## src/rtl/pc16_stack.sv

```systemverilog
// ---------------------------------------------------------------------------
// pc16_stack -- registered 16-bit Hack program counter with a hardware
// return-address stack.
//
// Ports (pc16_stack):
//   clk        rising-edge clock
//   reset_n    synchronous active-low reset (clears PC, stack, depth, flags)
//   in[15:0]   jump / call target address
//   load       PC <- in
//   inc        PC <- PC + 1
//   call       push PC + 1, then PC <- in
//   ret        PC <- popped return address
//   out[15:0]  current PC (registered), instruction-ROM address
//   top[15:0]  current top-of-stack entry, 0 when the stack is empty
//   depth      number of valid stack entries
//   overflow   sticky: a call was issued while the stack was full
//   underflow  sticky: a ret was issued while the stack was empty
//
// Command interface: there is no valid/ready handshake. Every rising edge
// samples the command inputs and performs exactly one action chosen by the
// fixed priority reset > ret > call > load > inc > hold. The result is
// visible on out/depth/top/flags for the following cycle.
//
// inc16_gate is the single incrementer for the PC path; it lives in this
// file so the block stays self-contained.
// ---------------------------------------------------------------------------

// inc16_gate: out = in + 1 (mod 2^16).
//   in[15:0]   operand
//   out[15:0]  operand plus one, wrapping FFFF -> 0000
module inc16_gate (
  input  logic [15:0] in,
  output logic [15:0] out
);
  assign out = in + 16'd1;
endmodule

module pc16_stack #(
  parameter int DEPTH = 8
) (
  input  logic                       clk,
  input  logic                       reset_n,
  input  logic [15:0]                in,
  input  logic                       load,
  input  logic                       inc,
  input  logic                       call,
  input  logic                       ret,
  output logic [15:0]                out,
  output logic [15:0]                top,
  output logic [$clog2(DEPTH+1)-1:0] depth,
  output logic                       overflow,
  output logic                       underflow
);

  localparam int DW = $clog2(DEPTH + 1);
  localparam int AW = $clog2(DEPTH);

  logic [15:0]   pc_q;
  logic [15:0]   pc_plus1;
  logic [DW-1:0] depth_q;
  logic          ovf_q;
  logic          unf_q;
  logic [15:0]   stack [DEPTH];

  logic          empty;
  logic          full;
  logic [AW-1:0] push_idx;
  logic [AW-1:0] pop_idx;

  inc16_gate u_inc (
    .in  (pc_q),
    .out (pc_plus1)
  );

  assign empty    = (depth_q == '0);
  assign full     = (depth_q == DW'(DEPTH));
  // push_idx is only used when not full, so depth fits in AW bits;
  // pop_idx is only used when not empty, so depth-1 does not underflow.
  assign push_idx = depth_q[AW-1:0];
  assign pop_idx  = AW'(depth_q - DW'(1));

  always_ff @(posedge clk) begin
    if (!reset_n) begin
      pc_q    <= 16'h0000;
      depth_q <= '0;
      ovf_q   <= 1'b0;
      unf_q   <= 1'b0;
      for (int i = 0; i < DEPTH; i++) begin
        stack[i] <= 16'h0000;
      end
    end else if (ret) begin
      if (empty) begin
        unf_q <= 1'b1;
      end else begin
        pc_q    <= stack[pop_idx];
        depth_q <= depth_q - DW'(1);
      end
    end else if (call) begin
      // The jump is taken even when the push has to be dropped.
      pc_q <= in;
      if (full) begin
        ovf_q <= 1'b1;
      end else begin
        stack[push_idx] <= pc_plus1;
        depth_q         <= depth_q + DW'(1);
      end
    end else if (load) begin
      pc_q <= in;
    end else if (inc) begin
      pc_q <= pc_plus1;
    end
  end

  assign out       = pc_q;
  assign depth     = depth_q;
  assign overflow  = ovf_q;
  assign underflow = unf_q;
  assign top       = empty ? 16'h0000 : stack[pop_idx];

endmodule

```

## config.mk

```make
export PLATFORM = sky130hd
export DESIGN_NAME = pc16_stack
export DESIGN_NICKNAME = d
export VERILOG_FILES = /design/src/rtl/pc16_stack.sv
export SDC_FILE = /design/constraint.sdc
export NUM_CORES = 1
export LEC_CHECK = 0
export ABC_AREA = 1
export BUFFER_PORTS_ARGS = -buffer_cell sky130_fd_sc_hd__buf_2
export CAP_MARGIN = 20
export CORE_ASPECT_RATIO = 0.5
export CORE_MARGIN = 1
export CORE_UTILIZATION = 40
export CTS_CLUSTER_SIZE = 28
export DETAILED_ROUTE_END_ITERATION = 12
export HOLD_SLACK_MARGIN = 0.15
export REMOVE_ABC_BUFFERS = 1
export SLEW_MARGIN = 25
export SYNTH_ARGS = -nofsm -noshare
export SYNTH_HDL_FRONTEND = slang
export SYNTH_HIERARCHICAL = 1
export SYNTH_SLANG_ARGS = --single-unit
```

## constraint.sdc

```tcl
create_clock -name clk -period 4 [get_ports clk]
set_input_delay 0.2 -clock clk [delete_from_list [all_inputs] [get_ports clk]]
set_output_delay 0.2 -clock clk [all_outputs]
set_load 0.03 [all_outputs]
```

; Word level (Yosys, flattened, before mapping)
; Memory sizes are Yosys's and may differ from the RTL's.
; Index checks and enable logic that the tools add are counted.
[word_totals]
register_bits = 22
latch_bits = 0
ramBits = 128
rom_bits = 0
in_bits = 22
output_inout_bits = 38
elab_cells = 39
memories = 1
[memory_table]
columns = name, words, word_bits, read_ports, rd_ports_with_merged_regs, wr, line_no
row1 = stack, 8, 16, 1, 0, 8, 63  ; logic [15:0] stack [DEPTH];
[op_classes]
n_addsub = 3
multipliers = 0
div_mod_pow = 0
order_cmp = 0
n_eq_ne = 3
shifts = 0
muxes = 19
n_bitwise = 1
reduce_logical = 8
[ops]
columns = operator, n
row1 = $mux W16, 7
row2 = $add A16 B1 Y16 const B, 1
row3 = $mux W4, 4
row4 = $reduce_or A16 Y1, 1
row5 = $mux W1, 7
row6 = $reduce_and A3 Y1, 2
row7 = $add A4 B1 Y4 const B, 1
row8 = $eq A4 B4 Y1 const B, 1
row9 = $logic_not A4 Y1, 1
row10 = $ne A2 B2 Y1 const B, 2
row11 = $reduce_and A2 Y1, 2
row12 = $reduce_bool A4 Y1, 1
row13 = $sub A4 B1 Y4 const B, 1
row14 = $mux W3, 1
row15 = $reduce_bool A2 Y1, 1
row16 = $not A1 Y1, 1

; Depth between registers and ports, before layout
; Gate-level depths: netlist (run 1).
[logic_depth]
word_depth = 8
depth_mapped = 11
mapped_depth_nobuf = 11

; Cells and area by module
; The synthesis (run 1) kept the hierarchy.
[modules_own_cells]
columns = module, n_inst, cells_each, area_per_inst_um2, seq_area_each_um2
row1 = pc16_stack, 1, 893, 7503.4, 4284.1
row2 = inc16_gate, 1, 72, 397.9, 0.0

; Least setup slack after synthesis (run 1)
; Ideal clock, no wire load.
[synth_timing]
path_kind = reg2reg
from = register depth_q[0] (netlist: depth[0])
to = memory stack[7][0] (enable)
setup_time_ns = 0.372
arrival_ns = 2.251
required_time_ns = 3.628
setup_slack_ns = 1.377
path_stages_with_launch = 10
path_buffers = 3
cell_sequence = dfxtp_1 inv_2 clkbuf_1 ha_1 nand3_4 nand4_4 or2_1 buf_2 buf_6 nand2_1
[synth_rtl]
columns = item, line_no
row1 = start: declaration, 60  ; logic [DW-1:0] depth_q;
row2 = start signal: assignment, 96  ; depth_q <= depth_q - DW'(1);
row3 = start signal: assignment, 105  ; depth_q <= depth_q + DW'(1);
row4 = end: declaration, 63

; Worst setup path in the final report (run 1)
[layout_timing]
from = register depth_q[1] (netlist: depth[1])
to = output top[12]
[layout_via]
elab_chain_cells = 3
[layout_rtl]
columns = item, line_no
row1 = $sub A4 B1 Y4, --
row2 = $mem_v2 Z8 W16, --
row3 = $mux W16 (*), 118  ; assign top = empty ? 16'h0000 : stack[pop_idx];
row4 = end: declaration, 49  ; output logic [15:0] top,
; Mark *: on every way between the ends. The rest lies on a longest branch, timed or not.

==> flow_summary.ini, run 1 <==
[sta]
fmax_mhz = 326
slew_violations = 0
hold_viol = 0
fin_skew_ns = 0.00988
whs_ns = 0.193
fin_ws_ns = 0.929
slew_headroom_pct = 30.2
period_minus_slack_ns = 3.07
tightestPinTransition_ns = 1.04
tns_ns = 0
fin_crit_sh_pct = 76.8
finalSetupViolCount = 0
rsz0062_at_grt = false

[setup_path]
crit_path_end_kind = primary output
critPathKind = reg -> out
path_cells = inv_1, ha_1, xnor2_2, nand3_1, nand2_1, nor2_1, buf_2
critPathMaxFanout = 17
start_kind = flip-flop
critPathTopFamily = XOR/XNOR gates
worstPathArrival_ns = 2.87
crit_buf_inv = 2
startpoint = depth[1]$_SDFFE_PN0P_
cp_slowest_cell = xnor2_2
required_ns = 3.80
reg2reg_from = depth[0]$_SDFFE_PN0P_
critPathMaxStageDelay_ns = 0.82

[synth]
ys.flop_type = edfxtp_1
synth_top_area_cell = edfxtp_1
async_reset_ff_share_pct = 0
ys_top_cells_by_area = edfxtp_1 49%, nand2_1 12%, nor2_1 7.1%
syn_inst = 965
synth_common_cells = 248 x nand2_1, 149 x nor2_1, 128 x edfxtp_1
ys_warn_count = 6
ys_seq_area_share_pct = 54.2
synth_top_area_share_pct = 48.6
ys_ff_latch = 150
synth_cell_types = 36
yosysMostFrequentCell = nand2_1
avgSynthCellArea_um2 = 8.19
synth_edf_count = 128
synth_area_um2 = 7900

[global_routing]
grt_overflow = 0
antenna_found_initial = 0
grt_usage_pct = 22.7
grt_pass1_wl_um = 34600
grt_pass1_vias = 5905
grt_max_degree = 70

[finish]
regArea_um2 = 4290
fillCellCount = 1832
nets = 1029
diodes = 0
multi_input_area_um2 = 2900
syn_to_final_growth_pct = 13.1
drive_above_1_share_pct = 14.3
fin_util_pct = 47.3

[routing]
ant_nets = 0
wl_per_cell_um = 17.6
drt-initial-drc-count = 790
drc = 0
vias_per_cell = 5.17
totalWireLength_um = 22400
vias = 6586
dr.pass1.iters = 5

[run_status]
status = complete, no violations

[clocking]
cts_tree = yes
hold_buffers = 0
cts_root_buf = clkbuf_16
cts_max_level = 4
postCtsResizedCells = 0
cts_buffer_depth = 2
cts_made_buffers = 17
clk_pin_slew_ns = 0.07
post_cts_buffers = 0
clock_sinks = 150
clock_latency_ns = 0.43

[placed_design]
numPortBuffers = 59
dpl.hpwl_um = 15300
pre_cts_slack_ns = 1.28
gp_congestion = 0.898

[power]
p_switching_mw = 2.32
p_int_mw = 3.11
p_seq_share_pct = 35.4
p_leak_nw = 3.88
ir_drop_mv = 0.236
sw_frac_of_total_pct = 42.8
p_clk_share_pct = 29.3
powerDensity_nw_per_um2 = 608
p_comb_share_pct = 35.2

[floorplanning]
start_util_pct = 41.9
die-area_um2 = 20400
fp-row-count = 35
core_um2 = 18900
dieHeight_um = 101
die_w_um = 201
pin_count = 60

[min_path]
hp-class = in -> reg
hp-start = in[3]

[run]
drv_cap = 0
[cell usage in the layout (no fill, tap or decap), types with 17 or more instances in the layout]
| cell type | Yosys | routed |
|---|---|---|
| buf_2 | 21 | 59 |
| a21oi_1 | 34 | 34 |
| nand3_1 | 106 | 106 |
| nand2_1 | 248 | 248 |
| inv_1 | 125 | 124 |
| clkbuf_16 | 0 | 17 |
| nor2_2 | 18 | 18 |
| nor2_1 | 149 | 149 |
| edfxtp_1 | 128 | 128 |
| o21ai_0 | 34 | 34 |
| dfxtp_1 | 22 | 21 |
[cell families after synthesis]
kind of cell             after synthesis  synth area share, %
flip-flops                           150                 54.2
AO/OA/AOI/OAI                         76                 4.88
buffers and inverters                177                 9.07
adder cells (fa/ha/maj)                4                0.633
XOR/XNOR                              10                 1.30
AND/OR/NAND/NOR                      548                 29.9
[worst min-delay path, stage by stage]
cell and delay [ns]:
buf_2 0.08, o21ai_0 0.07, nand2_1 0.06, a21oi_1 0.05, a21oi_1 0.12
[metal layers]
metal | global-route usage, % | wire (µm) | vias up
li1 | - | - | 3152
met1 | 34.4 | 11000 | 3143
met2 | 33.4 | 9210 | 275
met3 | 4.67 | 1940 | 16
met4 | 4.46 | 194 | 0
met5 | 0 | 0 | -
[per-stage QoR]
stage	area, µm²	cells	power, mW
floorplan	7670	918	3.17
global placement	8350	1243	3.83
detailed placement	8350	1243	3.84
CTS	8930	1275	5.41
global route	8930	1275	5.67
finish	8930	1275	5.43
[cell type report]
class	instances	area share, %
Sequential cell	150	48.0
Multi-Input combinational cell	638	32.5
Inverter	130	5.49
Clock buffer	17	4.76
Timing Repair Buffer	66	3.89
Tap cell	259	3.63
Clock inverter	15	1.79
[registers in the layout, indices dropped and copies added (netlist names)]
signal and cells:
stack 128, underflow 1, depth 4, out 16, overflow 1
[path summary, 6_finish.rpt]
kind                                     end  slack, ns  cells past startpoint
hold / removal           out[3]$_SDFFE_PN0P_       0.19                      5
setup reg to reg  stack[7][15]$_SDFFCE_PN0P_       1.28                      6
hold reg to reg       underflow$_SDFFE_PN0P_       0.47                      2
setup / recovery                     top[12]       0.93                      7
[power groups by stage]
stage / clock network (mW) / logic [mW] / registers [mW]
5_1_grt: 1.66 / 2.07 / 1.94
3_5_place_dp: 0 / 1.89 / 1.96
3_3_place_gp: 0 / 1.88 / 1.95
4_1_cts: 1.60 / 1.89 / 1.92
6_report: 1.59 / 1.91 / 1.92
2_1_floorplan: 0 / 1.11 / 2.06
(Power assumes the default switching activity.)
==> run 2: changes to the inputs <==
- clock period: 4 -> 2.95 ns (I/O delays scaled with it)
==> flow_summary.ini, run 2 (synthesis results as in run 1) <==
[global_routing]
grt_pass1_wl_um = 34200
grt_usage_pct = 22.4
grt_pass1_vias = 6073
antenna_found_initial = 0
grt_max_degree = 67
grt_overflow = 0

[routing]
wl_per_cell_um = 16.8
vias = 6615
ant_nets = 0
totalWireLength_um = 21900
drc = 0
drt-initial-drc-count = 752
dr.pass1.iters = 5
vias_per_cell = 5.08

[finish]
drive_above_1_share_pct = 15.6
final_area_um2 = 9140
nets = 1055
fillCellCount = 1782
largest_reg_flops = 128
final_common_cell = nand2_1
diodes = 0
syn_to_final_growth_pct = 15.7
largest_register = stack
most-common-layout-cells = 248 x nand2_1, 149 x nor2_1, 128 x edfxtp_1
fin_cells = 1301

[placed_design]
gp_congestion = 0.876
numPortBuffers = 59
placedInstanceArea_um2 = 8490
placed_cells = 1262
dpl.hpwl_um = 15000

[run]
drv_cap = 0

[setup_path]
critPathTopFamily = XOR/XNOR gates
start_kind = flip-flop
path_cells = inv_1, ha_1, xor2_2, nand3_1, nand2_1, nor2_1, buf_2
crit_path_end_kind = primary output
cp_slowest_cell = xor2_2
required_ns = 2.80
worstPathArrival_ns = 2.53
critPathMaxFanout = 16
critPathMaxStageDelay_ns = 0.61
crit_buf_inv = 2
critPathKind = reg -> out

[floorplanning]
dieHeight_um = 101
fp-row-count = 35
start_util_pct = 41.9
pin_count = 60
die-area_um2 = 20400
core_um2 = 18900
die_w_um = 201

[sta]
fmax_mhz = 374
slew_headroom_pct = 47.9
finalSetupViolCount = 0
rsz0062_at_grt = false
tightestPinTransition_ns = 0.782
fin_crit_sh_pct = 90.6
tns_ns = 0
slew_violations = 0
whs_ns = 0.174
period_minus_slack_ns = 2.67
hold_viol = 0
fin_skew_ns = 0.0180

[power]
powerDensity_nw_per_um2 = 810
ir_drop_mv = 0.414
p_leak_nw = 3.99

[run_status]
status = complete, no violations

[clocking]
cts_buffer_depth = 2
clock_sinks = 150
clk_pin_slew_ns = 0.07
cts_tree = yes
cts_max_level = 4
postCtsResizedCells = 0
clock_latency_ns = 0.43
cts_root_buf = clkbuf_16
cts_made_buffers = 17

[min_path]
hp-class = in -> reg
## run 2: metal layers
metal	global-route usage (%)	up-vias	part of all wire (%)
li1	-	3202	-
met1	31.9	3134	47
met2	33.2	258	42
met3	6.56	21	9.9
met4	5.75	0	1.1
met5	0	-	0
## run 2: path summary, 6_finish.rpt
path / from / endpoint / slack [ns] / depth (start not counted)
hold / removal: in[15] / out[15]$_SDFFE_PN0P_ / 0.17 / 5
setup reg to reg: depth[1]$_SDFFE_PN0P_ / stack[7][13]$_SDFFCE_PN0P_ / 0.69 / 6
hold reg to reg: overflow$_SDFFE_PN0P_ / overflow$_SDFFE_PN0P_ / 0.47 / 1
setup / recovery: depth[1]$_SDFFE_PN0P_ / top[15] / 0.28 / 7
## run 2: final cells by class
type | instances | area [µm²] | area share (%)
inverter | 130 | 490 | 5.37
multi-input combinational | 638 | 2900 | 31.7
clock buffer | 17 | 425 | 4.65
clock inverter | 15 | 155 | 1.70
sequential | 150 | 4290 | 46.9
tap | 259 | 324 | 3.55
timing repair buffer | 92 | 561 | 6.13
## run 2: power breakdown
part | internal [mW] | switching, mW
Clock | 1.13 | 1.00
Combinational | 0.661 | 2.00
Sequential | 2.46 | 0.157
Total | 4.25 | 3.15
## run 2: what timing repair did
item	in CTS	in global routing
endpoints found under the hold margin	7	0
buffers inserted	0	0
hold buffers	7	0
## run 2: stage by stage
| step | worst slack [ns] | util (%) | power [mW] |
|---|---|---|---|
| floorplan | -1.76 | - | 4.29 |
| global placement | 0.684 | 45.0 | 5.25 |
| detailed placement | 0.690 | 45.0 | 5.26 |
| CTS | 0.292 | 48.4 | 7.39 |
| global route | 0.0988 | 48.4 | 7.77 |
| finish | 0.276 | 48.4 | 7.40 |
## run 2: worst reg2reg max path, stage by stage (launching register included)
cell and delay (ns):
dfxtp_1 0.47, inv_1 0.16, ha_1 0.26, nand3_4 0.12, nand4_4 0.11, or2_1 0.25
nand2_1 0.51
==> run 3: changes to the inputs <==
- ABC_AREA: 1 -> default
==> flow_summary.ini, run 3 <==
[routing]
totalWireLength_um = 20500
vias = 5433
drc = 0
drt-initial-drc-count = 486
vias_per_cell = 5.61
ant_nets = 0
dr.pass1.iters = 5
wl_per_cell_um = 21.2

[power]
p_total_mw = 9.30
powerDensity_nw_per_um2 = 1050
p_leak_nw = 3.46
ir_drop_mv = 0.716

[synth]
syn_inst = 642
synth_common_cells = 128 x and2_1, 128 x edfxtp_1, 68 x nand3_1
avgSynthCellArea_um2 = 11.7
synth_top_area_cell = edfxtp_1
ys_warn_count = 6
ys_ff_latch = 150
async_reset_ff_share_pct = 0
ys_seq_area_share_pct = 57.0
synth_edf_count = 128
synth_area_um2 = 7520
ys_top_cells_by_area = edfxtp_1 51%, and2_1 11%, mux2i_1 8.6%
synth_top_area_share_pct = 51.1
ys.flop_type = edfxtp_1
synth_cell_types = 35

[sta]
period_minus_slack_ns = 2.78
tightestPinTransition_ns = 0.787
fin_skew_ns = 0.0133
tns_ns = 0
finalSetupViolCount = 0
hold_viol = 0
slew_headroom_pct = 47.1
rsz0062_at_grt = false
slew_violations = 0
fmax_mhz = 360
fin_crit_sh_pct = 94.2

[run]
drv_cap = 0

[min_path]
hp-class = in -> reg
holdPathStages = 4
hp-start = in[4]
min_to = out[4]$_SDFFE_PN0P_

[clocking]
cts_tree = yes
post_cts_buffers = 0
hold_buffers = 0
cts_buffer_depth = 2
cts_root_buf = clkbuf_16
clock_sinks = 150
cts_made_buffers = 17
postCtsResizedCells = 0
clock_latency_ns = 0.42
clk_pin_slew_ns = 0.07
cts_max_level = 4

[setup_path]
reg2reg_from = out[0]$_SDFFE_PN0P_
regToRegSetupSlack_ns = 0.54
worstPathArrival_ns = 2.63
reg2reg_depth = 8
required_ns = 2.80
start_kind = flip-flop
critPathMaxFanout = 65
critPathKind = reg -> out
crit_path_end_kind = primary output
r2r-end = out[8]$_SDFFE_PN0P_

[floorplanning]
pin_count = 60
die-area_um2 = 19400
start_util_pct = 40.9
dieHeight_um = 99.0
fp-row-count = 35
core_um2 = 18400
die_w_um = 196

[global_routing]
grt_overflow = 0
grt_usage_pct = 21.8
grt_pass1_wl_um = 31100
grt_pass1_vias = 5168
antenna_found_initial = 1
grt_max_degree = 66

[finish]
nets = 741
fin_cells = 968
diodes = 0
largest_reg_flops = 128
fin_util_pct = 48.2
drive_above_1_share_pct = 21.2
largest_register = stack
regArea_um2 = 4280
syn_to_final_growth_pct = 17.9
most-common-layout-cells = 128 x and2_1, 128 x edfxtp_1, 68 x nand3_1
fillCellCount = 1669
multi_input_area_um2 = 3090

[placed_design]
dpl.hpwl_um = 12600
placed_cells = 936
gp_congestion = 0.815
numPortBuffers = 59

[run_status]
status = complete, no violations
-- run 3: power by group --
group          total (mW)  switching (mW)  leakage (nW)  internal, mW
combinational        4.52            3.07          1.69          1.45
clock                2.08           0.910         0.267          1.17
sequential           2.71           0.193          1.51          2.51
total                9.30            4.17          3.46          5.13
-- run 3: final cells by class --
type	instances	share of cell area, %
Clock buffer	18	4.84
Multi-Input combinational cell	444	34.9
Inverter	8	0.339
Timing Repair Buffer	94	6.85
Sequential cell	150	48.3
Tap cell	240	3.39
Clock inverter	14	1.44
-- run 3: how the worst max path moves through the flow --
stage / startpoint / to / slack, ns / cells past startpoint
floorplan: depth[0]$_SDFFE_PN0P_ / top[14] / -2.58 / 6
global placement: out[1]$_SDFFE_PN0P_ / out[8]$_SDFFE_PN0P_ / 0.65 / 8
detailed placement: out[0]$_SDFFE_PN0P_ / out[12]$_SDFFE_PN0P_ / 0.58 / 8
CTS: depth[0]$_SDFFE_PN0P_ / top[15] / 0.16 / 8
global route: depth[0]$_SDFFE_PN0P_ / top[15] / 0.05 / 8
finish: depth[0]$_SDFFE_PN0P_ / top[13] / 0.17 / 8
-- run 3: routing by layer --
layer  up-vias  wire, µm  part of all wire (%)  track usage [%]
met2       177      9440                    46             33.5
met4         0       336                   1.6             7.33
li1       2487         -                     -                -
met1      2742      9650                    47             31.9
met3        27      1110                   5.4             2.57
met5         -         0                     0                0
-- run 3: kinds of logic (layout without fill, tap and decap cells) --
group	count (synthesis)	after routing	synth area share [%]
buffers and inverters	48	134	2.68
AND/OR/NAND/NOR	294	294	22.5
XOR/XNOR	18	18	2.10
multiplexers	81	81	11.0
flip-flops	150	150	57.0
adder cells (fa/ha/maj)	4	4	0.665
AO/OA/AOI/OAI	47	47	4.06
-- run 3: per-stage QoR --
| step | area (µm²) | hold WS (ns) | worst slack [ns] |
|---|---|---|---|
| floorplan | 7350 | 0.285 | -2.58 |
| global placement | 8310 | 0.466 | 0.652 |
| detailed placement | 8310 | 0.472 | 0.582 |
| CTS | 8870 | 0.178 | 0.162 |
| global route | 8870 | 0.201 | 0.0461 |
| finish | 8870 | 0.190 | 0.173 |
-- run 3: worst max-delay path, cell delays in order, from the launching register on --
cell      delay (ns)
dfxtp_1         0.33
clkinv_1        0.20
ha_4            0.35
buf_12          0.35
mux2i_1         0.15
nand3_1         0.11
nand4_1         0.24
nor2_1          0.15
buf_2           0.21
